--- src/rtl/qpp_addr_gen.sv ---
// qpp_addr_gen: recursive LTE QPP interleaver address generator (K=1056/6144); optional QPP_SEQ_CHECK_EN enables sequence-error detection
module qpp_addr_gen (
  input  logic        i_clock,
  input  logic        i_reset,
  input  logic        i_k,
  input  logic        i_in_valid,
  input  logic [13:0] i_in_idx,
  output logic        o_out_valid,
  output logic [12:0] o_out_addr,
  output logic [13:0] o_out_idx,
  output logic        o_done,
  output logic        o_seq_err
);
  logic        r_k_lat, r_active, r_done, r_seq_err, r_out_valid;
  logic [13:0] r_last_idx, r_out_idx;
  logic [12:0] r_pi, r_g, r_out_addr;
  logic [13:0] w_kmod;
  logic [12:0] w_step, w_pi_nx, w_g_nx;
  logic        w_zero, w_rep, w_adv, w_err;

  function automatic logic [12:0] mod_add(input logic [12:0] a, input logic [12:0] b, input logic [13:0] m);
    logic [13:0] s;
    s = {1'b0, a} + {1'b0, b};
    return (s >= m) ? 13'(s - m) : s[12:0];
  endfunction

  // accept decode and one-step recursion of pi and g
  always_comb begin
    w_kmod  = r_k_lat ? 14'd6144 : 14'd1056;
    w_step  = r_k_lat ? 13'd960 : 13'd132;
    w_pi_nx = mod_add(r_pi, r_g, w_kmod);
    w_g_nx  = mod_add(r_g, w_step, w_kmod);
    w_zero  = i_in_valid && (i_in_idx == 14'd0);
    w_rep   = r_active && (i_in_idx == r_last_idx);
`ifdef QPP_SEQ_CHECK_EN
    w_adv   = i_in_valid && r_active && (i_in_idx == r_last_idx + 14'd1) && (r_last_idx < w_kmod - 14'd1);
    w_err   = i_in_valid && !w_zero && !w_rep && !w_adv;
`else
    w_adv   = i_in_valid && r_active && !r_done && (i_in_idx != 14'd0) && !w_rep;
    w_err   = 1'b0;
`endif
  end

  // block state and registered outputs; index 0 always restarts the block
  always_ff @(posedge i_clock or posedge i_reset) begin
    if (i_reset) begin
      r_k_lat     <= 1'b0;
      r_active    <= 1'b0;
      r_done      <= 1'b0;
      r_seq_err   <= 1'b0;
      r_out_valid <= 1'b0;
      r_last_idx  <= '0;
      r_out_idx   <= '0;
      r_out_addr  <= '0;
      r_pi        <= '0;
      r_g         <= '0;
    end else begin
      r_out_valid <= w_zero || w_adv;
      if (w_zero) begin
        r_k_lat    <= i_k;
        r_active   <= 1'b1;
        r_done     <= 1'b0;
        r_pi       <= '0;
        r_g        <= i_k ? 13'd743 : 13'd83;
        r_last_idx <= '0;
        r_out_addr <= '0;
        r_out_idx  <= '0;
      end else if (w_adv) begin
        r_pi       <= w_pi_nx;
        r_g        <= w_g_nx;
        r_last_idx <= i_in_idx;
        r_out_addr <= w_pi_nx;
        r_out_idx  <= i_in_idx;
        r_done     <= i_in_idx >= w_kmod - 14'd1;
      end
      if (w_err) r_seq_err <= 1'b1;
    end
  end

  assign o_out_valid = r_out_valid;
  assign o_out_addr  = r_out_addr;
  assign o_out_idx   = r_out_idx;
  assign o_done      = r_done;
  assign o_seq_err   = r_seq_err;
endmodule
--- config.mk ---
export PLATFORM = sky130hd
export DESIGN_NAME = qpp_addr_gen
export DESIGN_NICKNAME = d
export VERILOG_FILES = /design/src/rtl/qpp_addr_gen.sv
export SDC_FILE = /design/constraint.sdc
export NUM_CORES = 1
export LEC_CHECK = 0
export CAP_MARGIN = 20
export CORE_AREA = 2 2 84 86
export CTS_CLUSTER_DIAMETER = 40
export DETAILED_ROUTE_END_ITERATION = 16
export DIE_AREA = 0 0 86 88
export PLACE_DENSITY = 0.89
export REMOVE_ABC_BUFFERS = 1
export SYNTH_ARGS = -nofsm -noshare
export SYNTH_HDL_FRONTEND = slang
export SYNTH_SLANG_ARGS = --single-unit
--- constraint.sdc ---
create_clock -name i_clock -period 5 [get_ports i_clock]
set_clock_uncertainty 0.05 [all_clocks]
set_input_delay 0.5 -clock i_clock [delete_from_list [all_inputs] [get_ports i_clock]]
set_output_delay 0.5 -clock i_clock [all_outputs]
set_load 0.01 [all_outputs]
# --- After elaboration in Yosys (flattened, before gate mapping) ---
# Index checks and enable logic that the tools add are counted.
classes:
  addsub: 5
  muxes: 13
  eq_ne: 1
  n_reduce_logical: 12
  order_cmp: 3
op_table:
  columns: ["cell", "n"]
  rows:
  - ["$mux 13", 7]
  - ["$ge 14x13->1", 2]
  - ["$mux 14", 2]
  - ["$sub 13x13->13", 2]
  - ["$mux 10", 2]
  - ["$add 13x10->14", 1]
  - ["$add 13x13->14", 1]
  - ["$eq 14x14->1", 1]
  - ["$ge 14x14->1", 1]
  - ["$logic_not 14->1", 1]
  - ["$reduce_bool 14->1", 1]
  - ["$sub 13x1->14 const B", 1]
  - ["$logic_and 1x1->1", 6]
  - ["$logic_not 1->1", 2]
  - ["$mux 1", 2]
  - ["$reduce_bool 2->1", 1]
  - ["$logic_or 1x1->1", 1]
totals:
  reg_bits: 44
  output_inout_bits: 30
  wordCells: 41
  in_bits: 18

# --- Depth between registers and ports, before layout ---
# Gate-level depths: netlist of the first run.
logic_depth:
  ltp_word: 6
  depth_mapped: 18
  depth_no_buf: 16

# --- Worst setup path after synthesis of the first run ---
# No wires, ideal clock.
synth_path:
  path_type: "register -> register"
  start: "reg r_pi[0]"
  end: "reg r_pi[8]"
  t_arrival_ns: 3.897
  synth_period_minus_slack_ns: 4.069
  n_path_buf: 0
  setup_time_ns: 0.122
  setup_slack_ns: 0.931
  path_stages_with_launch: 17
  t_required_ns: 4.828
  path_cell_list: "dfrtp_1 -> ha_1 -> fa_1 -> a21o_1 -> nand4_1 -> a21boi_0 -> o311a_1 -> o41ai_1 -> xnor2_1 -> ha_1 -> nand4_1 -> nor4b_1 -> o2111ai_1 -> nor4b_2 -> a211oi_2 -> or3_1 -> a32o_1"
synth_via:
  elab_chain_len: 5
  elab_cells_between_ends: 6
  classes_between: "2 x add/sub; 1 x order compare; 3 x mux"
synth_lines:
  columns: ["element", "line_no", "source"]
  rows:
  - ["from (decl)", "16", "logic [12:0] r_pi, r_g, r_out_addr;"]
  - ["from (signal assigned)", "69", "r_pi <= w_pi_nx;"]
  - ["$add 13x13->14 (*)", "23", "s = {1'b0, a} + {1'b0, b};"]
  - ["$sub 13x13->13 or $ge 14x13->1 (tied branches)", "24", "return (s >= m) ? 13'(s - m) : s[12:0];"]
  - ["$mux 13 (*)", "24", null]
  - ["$mux 13 (*)", "68", "end else if (w_adv) begin"]
  - ["$mux 13 (*)", "59", "if (w_zero) begin"]
# Every way passes the cells marked *; elsewhere a longest branch is shown, timed or not. The select of a mux whose other input is x is not followed.
# A chain may end at the register's enable or synchronous reset.

# --- Worst setup path after layout of the first run ---
layout_path:
  start: "reg r_g[0]"
  end: "reg r_pi[8]"
layout_via:
  elab_chain_len: 5
  elab_cells_between_ends: 6
  classes_between: "2 x add/sub; 1 x order compare; 3 x mux"
layout_lines:
  columns: ["element", "line_no", "source"]
  rows:
  - ["from (decl)", "16", null]
  - ["from (signal assigned)", "64", "r_g <= i_k ? 13'd743 : 13'd83;"]
  - ["from (signal assigned)", "70", "r_g <= w_g_nx;"]
  - ["$add 13x13->14 (*)", "23", null]
  - ["$sub 13x13->13 or $ge 14x13->1 (tied branches)", "24", null]
  - ["$mux 13 (*)", "24", null]
  - ["$mux 13 (*)", "68", null]
  - ["$mux 13 (*)", "59", null]
# Marked as above.

==> results.yml, run 1 <==
timing:
  setup_ws_ns: 0.4248
  setup_viol: 0
  timing.final.crit_period_ns: 4.575
  report.final.hold_viol_count: 0
  rsz0062_at_grt: "false"
  timing.final.max_slew_violations: 0
  fmax_mhz: 218.6
  actual_slew_at_the_worst_max_slew_pin_ns: 0.9976
  final_cycle_share: 0.9150
  final.setup.tns_ns: 0
  slew-limit-headroom: 0.3325
  worst_hold_slack_ns: 0.4776
floorplanning:
  initial_core_util: 0.5350
  num_rows: 30
  die_outline_area_um2: 7568
  number_of_top_level_pins: 48
  floorplan_core_area_um2: 6644
  die_x_um: 86
  die_height_um: 88
pwr:
  static-leakage-power_nw: 1.886
  irDropWorstVdd_v: 0.0001437
  final_power_mw: 0.6958
  powerDensity_nw_per_um2: 164.9
placed_design:
  dpl_worst_slack_ns: 0.3115
  dp.final_hpwl_mm: 6.925
  placedCellCount: 525
  numPortBuffers: 46
  gp_congestion: 0.9875
  placement.cell_area_um2: 4071
synth:
  synthesized_netlist_cell_count: 412
  syn_area_um2: 3555
  synth.avg_cell_area_um2: 8.628
  synth_cell_types: 63
  dominantRegCellSynth: "sky130_fd_sc_hd__dfrtp_1"
  synth_sequential_area_ratio: 0.3027
  synth-edff-count: 0
  ys_ff_latch: 43
  asyncSetResetFlopFracSynth: 1.000
  ys_warn_count: 0
worst_setup_path:
  setup.worst_path.start_class: "flip-flop"
  r2r_setup_slk_ns: 0.42
  rr_endpoint: "r_pi[8]"
  critical_path.reg2reg.startpoint: "r_g[0]"
  worstPathArrival_ns: 4.73
  required_time_reported_for_the_critical_path_endpoint_ns: 5.15
  ff2ff_path_depth: 17
  setup.worst_path.start: "r_g[0]"
  worstPathMaxFanout: 11
  critical_path.endpoint_type: "flip-flop"
  crit_type: "reg2reg"
clock_network:
  numClockSinks: 43
  clock_tree.buffer_depth: 2
  clock_tree.root_cell: "sky130_fd_sc_hd__clkbuf_8"
  clk_pin_slew_worst_paths_ns: 0.09
  tritoncts.num_buffers: 5
  cts_setup_buffers: 0
  cts_tree: "done"
  worst_skew_pair.late_latency_ns: 0.30
  clock_tree.htree_level_count: 2
final_layout:
  stdcell_area_um2: 4219
  drive_above_1_share: 0.06623
  number_of_antenna_diodes: 0
  area_delta_synth_final_pct: 18.69
  final_non_filler_cells: 533
  number_of_nets_in_the_finished_design: 506
  leading_cell_types_in_the_layout_fill_and_taps_excluded: "sky130_fd_sc_hd__nand2_1 (52), sky130_fd_sc_hd__clkdlybuf4s50_1 (46), sky130_fd_sc_hd__dfrtp_1 (43)"
  mostFrequentLayoutCell: "sky130_fd_sc_hd__nand2_1"
  final_core_utilization: 0.6350
worst_hold_path:
  hold_class: "reg2reg"
  hp-start: "r_active"
  hold_path_end: "r_active"
  min_delay_path_depth: 1
drt:
  wl_per_cell_um: 17.36
  route.final.wire_length_mm: 9.251
  vias_per_cell: 6.248
  drt-initial-drc-count: 249
  remaining_antenna_violation_count: 0
  num_vias: 3330
  drc_errors: 0
  first_pass_iters: 4
grt:
  maximum_number_of_pins_on_one_net_before_global_route_repair: 44
  first_global_vias: 3313
  grt_antenna_before_repair: 0
  global_route.usage.total: 0.2535
  grt_overflow_total: 0
  grt_first_pass_wirelength_mm: 15.30
job:
  drv_cap: 0
run_status:
  run_status: "complete, no violations"
logic make-up after synthesis:
family / count (synthesis) / share of synthesized area
flops: 43 / 0.3027
other cells: 1 / 0.001055
simple gates: 139 / 0.1971
mux: 9 / 0.02605
buf+inv: 28 / 0.03520
xor+xnor: 36 / 0.08870
fa+ha+maj: 35 / 0.1253
compound gates: 121 / 0.2239
sequential cells by signal, summed over array words and instances, names as in the netlist:
name,cells
o_out_idx,14
r_g,12
o_out_valid,1
r_active,1
r_pi,13
o_done,1
r_k_lat,1
power breakdown:
group	internal, mW	leakage (nW)	switching (mW)
Combinational	0.0325	1.24	0.0354
Sequential	0.350	0.600	0.00344
Clock	0.146	0.0502	0.128
layer usage:
layer  wire [um]  GRT usage  vias up
li1            -          -     1617
met1        3990     0.3221     1569
met2        4524     0.4397      124
met3         557    0.04713       20
met4         180    0.07648        0
met5           0          0        -
layout make-up:
class                           count  area (um^2)
Clock buffer                        5        68.82
Clock inverter                      2        37.54
Fill cell                         539         2425
Inverter                           10        37.54
Multi-Input combinational cell    341         2374
Sequential cell                    43         1076
Tap cell                           80        100.1
Timing Repair Buffer               52        525.5
timing repair:
item | CTS | global route
endpoints found under the hold margin | 0 | 0
hold buffers | 0 | 0
gates resized for setup | 0 | 2
endpoints found under the setup margin | 0 | 2
how the worst max path moves through the flow:
stage,end,slack [ns],cells past startpoint
floorplan,r_pi[9],-0.98,7
global placement,r_pi[8],0.53,17
detailed placement,r_pi[8],0.31,17
CTS,r_pi[8],0.28,17
global route,r_pi[8],0.04,17
finish,r_pi[8],0.42,17
critical path: stages, from the launching register on:
cell	delay, ns
sky130_fd_sc_hd__dfrtp_1	0.45
sky130_fd_sc_hd__ha_1	0.25
sky130_fd_sc_hd__fa_1	0.42
sky130_fd_sc_hd__a21o_1	0.24
sky130_fd_sc_hd__nand4_1	0.12
sky130_fd_sc_hd__a21boi_0	0.16
sky130_fd_sc_hd__o311a_1	0.40
sky130_fd_sc_hd__o41ai_2	0.24
sky130_fd_sc_hd__xnor2_1	0.14
sky130_fd_sc_hd__ha_1	0.33
sky130_fd_sc_hd__nand4_1	0.11
sky130_fd_sc_hd__nor4b_2	0.25
sky130_fd_sc_hd__o2111ai_1	0.17
sky130_fd_sc_hd__nor4b_2	0.28
sky130_fd_sc_hd__a211oi_2	0.11
sky130_fd_sc_hd__buf_4	0.19
sky130_fd_sc_hd__or3_1	0.31
sky130_fd_sc_hd__a32o_1	0.25
synth_stat cells (3+ instances only):
master                       n  area share
sky130_fd_sc_hd__nor2_1     16       0.017
sky130_fd_sc_hd__mux2i_1     7       0.020
sky130_fd_sc_hd__inv_1      10       0.011
sky130_fd_sc_hd__nor4_1      8       0.014
sky130_fd_sc_hd__clkbuf_1   12       0.013
sky130_fd_sc_hd__a211oi_2    3       0.011
sky130_fd_sc_hd__xor2_1     12       0.030
sky130_fd_sc_hd__a31oi_1     4      0.0070
sky130_fd_sc_hd__nand3_1    19       0.027
sky130_fd_sc_hd__o21bai_1    3      0.0063
sky130_fd_sc_hd__nand2b_1    4      0.0070
sky130_fd_sc_hd__o2111ai_1   3      0.0074
sky130_fd_sc_hd__nand2_1    52       0.055
sky130_fd_sc_hd__a21oi_1    28       0.039
sky130_fd_sc_hd__nor3_1      7      0.0099
sky130_fd_sc_hd__and3_1      5      0.0088
sky130_fd_sc_hd__a211oi_1    7       0.015
sky130_fd_sc_hd__nand4_1     8       0.014
sky130_fd_sc_hd__a21o_1      6       0.013
sky130_fd_sc_hd__and2_1      3      0.0053
sky130_fd_sc_hd__or3_1       3      0.0053
sky130_fd_sc_hd__ha_1       34        0.12
sky130_fd_sc_hd__dfrtp_1    43        0.30
sky130_fd_sc_hd__a22o_1      3      0.0074
sky130_fd_sc_hd__xnor2_1    24       0.059
sky130_fd_sc_hd__o21ai_0    36       0.051
sky130_fd_sc_hd__o211ai_1    3      0.0063
Note: power is estimated with default switching activity, not from simulation.
==> inputs of run 2 (changes only) <==
--- a/config.mk
+++ b/config.mk
@@ -11,6 +11,7 @@
 export DETAILED_ROUTE_END_ITERATION = 16
 export DIE_AREA = 0 0 86 88
 export PLACE_DENSITY = 0.89
+export RECOVER_POWER = 100
 export REMOVE_ABC_BUFFERS = 1
 export SYNTH_ARGS = -nofsm -noshare
 export SYNTH_HDL_FRONTEND = slang
==> results.yml, run 2 (synthesis gave the netlist of run 1 again) <==
final_layout:
  leading_cell_types_in_the_layout_fill_and_taps_excluded: "sky130_fd_sc_hd__nand2_1 (52), sky130_fd_sc_hd__dfrtp_1 (43), sky130_fd_sc_hd__o21ai_0 (37)"
  final_core_utilization: 0.6292
  largest_register_ffs: 14
  mostFrequentLayoutCell: "sky130_fd_sc_hd__nand2_1"
  drive_above_1_share: 0.05519
  number_of_antenna_diodes: 0
  number_of_nets_in_the_finished_design: 506
  area_delta_synth_final_pct: 17.60
grt:
  global_route.usage.total: 0.2535
  maximum_number_of_pins_on_one_net_before_global_route_repair: 44
  first_global_vias: 3313
  grt_antenna_before_repair: 0
  grt_first_pass_wirelength_mm: 15.30
  grt_overflow_total: 0
clock_network:
  clock_tree.htree_level_count: 2
  cts_resized: 0
  cts_tree: "done"
  tritoncts.num_buffers: 5
  numClockSinks: 43
  clk_pin_slew_worst_paths_ns: 0.09
  clock_tree.root_cell: "sky130_fd_sc_hd__clkbuf_8"
  cts_setup_buffers: 0
  clock_tree.buffer_depth: 2
  count_of_hold_fix_buffers_inserted_at_cts: 0
  worst_skew_pair.late_latency_ns: 0.31
timing:
  setup_viol: 0
  final_cycle_share: 0.9165
  rsz0062_at_grt: "false"
  timing.final.crit_period_ns: 4.583
  fmax_mhz: 218.2
  timing.final.max_slew_violations: 44
  setup_ws_ns: 0.4173
  slew-limit-headroom: -0.5455
  actual_slew_at_the_worst_max_slew_pin_ns: 2.318
  report.final.hold_viol_count: 0
pwr:
  static-leakage-power_nw: 1.966
  netSwitchingFraction: 0.2417
  powerDensity_nw_per_um2: 166.4
  p_comb_frac: 0.095
  clock_power_share: 0.396
  irDropWorstVdd_v: 0.0001442
  final_power_mw: 0.6958
  power.net_switching_mw: 0.1682
  sequentialPowerShare: 0.508
  internal_pwr_total_mw: 0.5276
drt:
  drt-initial-drc-count: 214
  vias_per_cell: 6.266
  remaining_antenna_violation_count: 0
  route.final.wire_length_mm: 9.145
  drc_errors: 0
  num_vias: 3340
  first_pass_iters: 5
  wl_per_cell_um: 17.16
placed_design:
  dpl_worst_slack_ns: 0.3115
  dp.final_hpwl_mm: 6.925
  numPortBuffers: 46
  gp_congestion: 0.9875
job:
  drv_cap: 1
floorplanning:
  num_rows: 30
  floorplan_core_area_um2: 6644
  die_height_um: 88
  die_outline_area_um2: 7568
  initial_core_util: 0.5350
  number_of_top_level_pins: 48
  die_x_um: 86
worst_setup_path:
  worst_path_largest_cell_delay_ns: 0.45
  worstPathCellList: "ha_1, fa_1, a21o_1, nand4_1, a21boi_0, o311a_1, o41ai_2, xnor2_1, ha_1, nand4_1, nor4b_2, o2111ai_1, nor4b_2, a211oi_2, buf_4, or3_1, a32o_1"
  critPathTopFamily: "compound AO/OA/AOI/OAI gates"
  required_time_reported_for_the_critical_path_endpoint_ns: 5.15
  worst_path_slowest_cell: "sky130_fd_sc_hd__dfrtp_1"
  worstPathMaxFanout: 11
  setup.worst_path.start_class: "flip-flop"
  crit_type: "reg2reg"
  cp.buffers_inverters: 1
  worstPathArrival_ns: 4.74
  critical_path.endpoint_type: "flip-flop"
run_status:
  failing_checks: "max-capacitance violations, max-slew violations"
  run_status: "finished, violations left"
worst_hold_path:
  hold_class: "reg2reg"
==> run 2: layout make-up <==
class | instances | area (um^2)
repair buffers | 52 | 490.5
fillers | 545 | 2464
clock inverters | 2 | 37.54
multi-input cells | 341 | 2370
flip-flops and latches | 43 | 1076
inverters | 10 | 37.54
well taps | 80 | 100.1
clock buffers | 5 | 68.82
==> run 2: worst reg2reg max path, delay by kind of cell, from the launching register on <==
family	cells	cell delay, ns
adders and majority gates	3	0.99
xor gates and xnor gates	1	0.14
buffers and inverters	1	0.19
DFF	1	0.45
and+or+nand+nor	5	1.07
AOI/OAI and AO/OA	7	1.60
==> run 2: power by group through the flow <==
stage                     logic, mW  registers, mW  clock network, mW
after CTS                    0.0676          0.354              0.277
after floorplan              0.0334          0.361                  0
final                        0.0664          0.354              0.276
after global routing         0.0734          0.354              0.292
after detailed placement     0.0672          0.361                  0
after global placement       0.0657          0.360                  0
==> run 2: worst paths after layout <==
check | start | end | slack (ns) | cells after the start
hold reg to reg | r_active | r_active | 0.47 | 1
max in group asynchronous | i_reset | r_pi[10] | 2.14 | 3
setup reg to reg | r_g[0] | r_pi[8] | 0.42 | 17
setup / recovery | r_g[0] | r_pi[8] | 0.42 | 17
min in group asynchronous | i_reset | r_pi[4] | 1.43 | 3
hold / removal | r_active | r_active | 0.47 | 1
==> run 2: metal layers <==
layer | global-route usage | wire length [um] | share of wire
met5 | 0 | 0 | 0
met4 | 0.07648 | 165 | 0.018
met3 | 0.04713 | 554 | 0.061
met2 | 0.4397 | 4529 | 0.50
met1 | 0.3221 | 3896 | 0.43
==> run 2: per-stage QoR <==
step / TNS (ns) / area (um^2) / std cells / hold slack, ns
floorplan: -12.72 / 3467 / 394 / 0.4069
global placement: 0 / 4071 / 525 / 0.4364
global route: 0 / 4180 / 533 / 0.5007
detailed placement: 0 / 4071 / 525 / 0.4449
finish: 0 / 4180 / 533 / 0.4684
CTS: 0 / 4178 / 532 / 0.4646
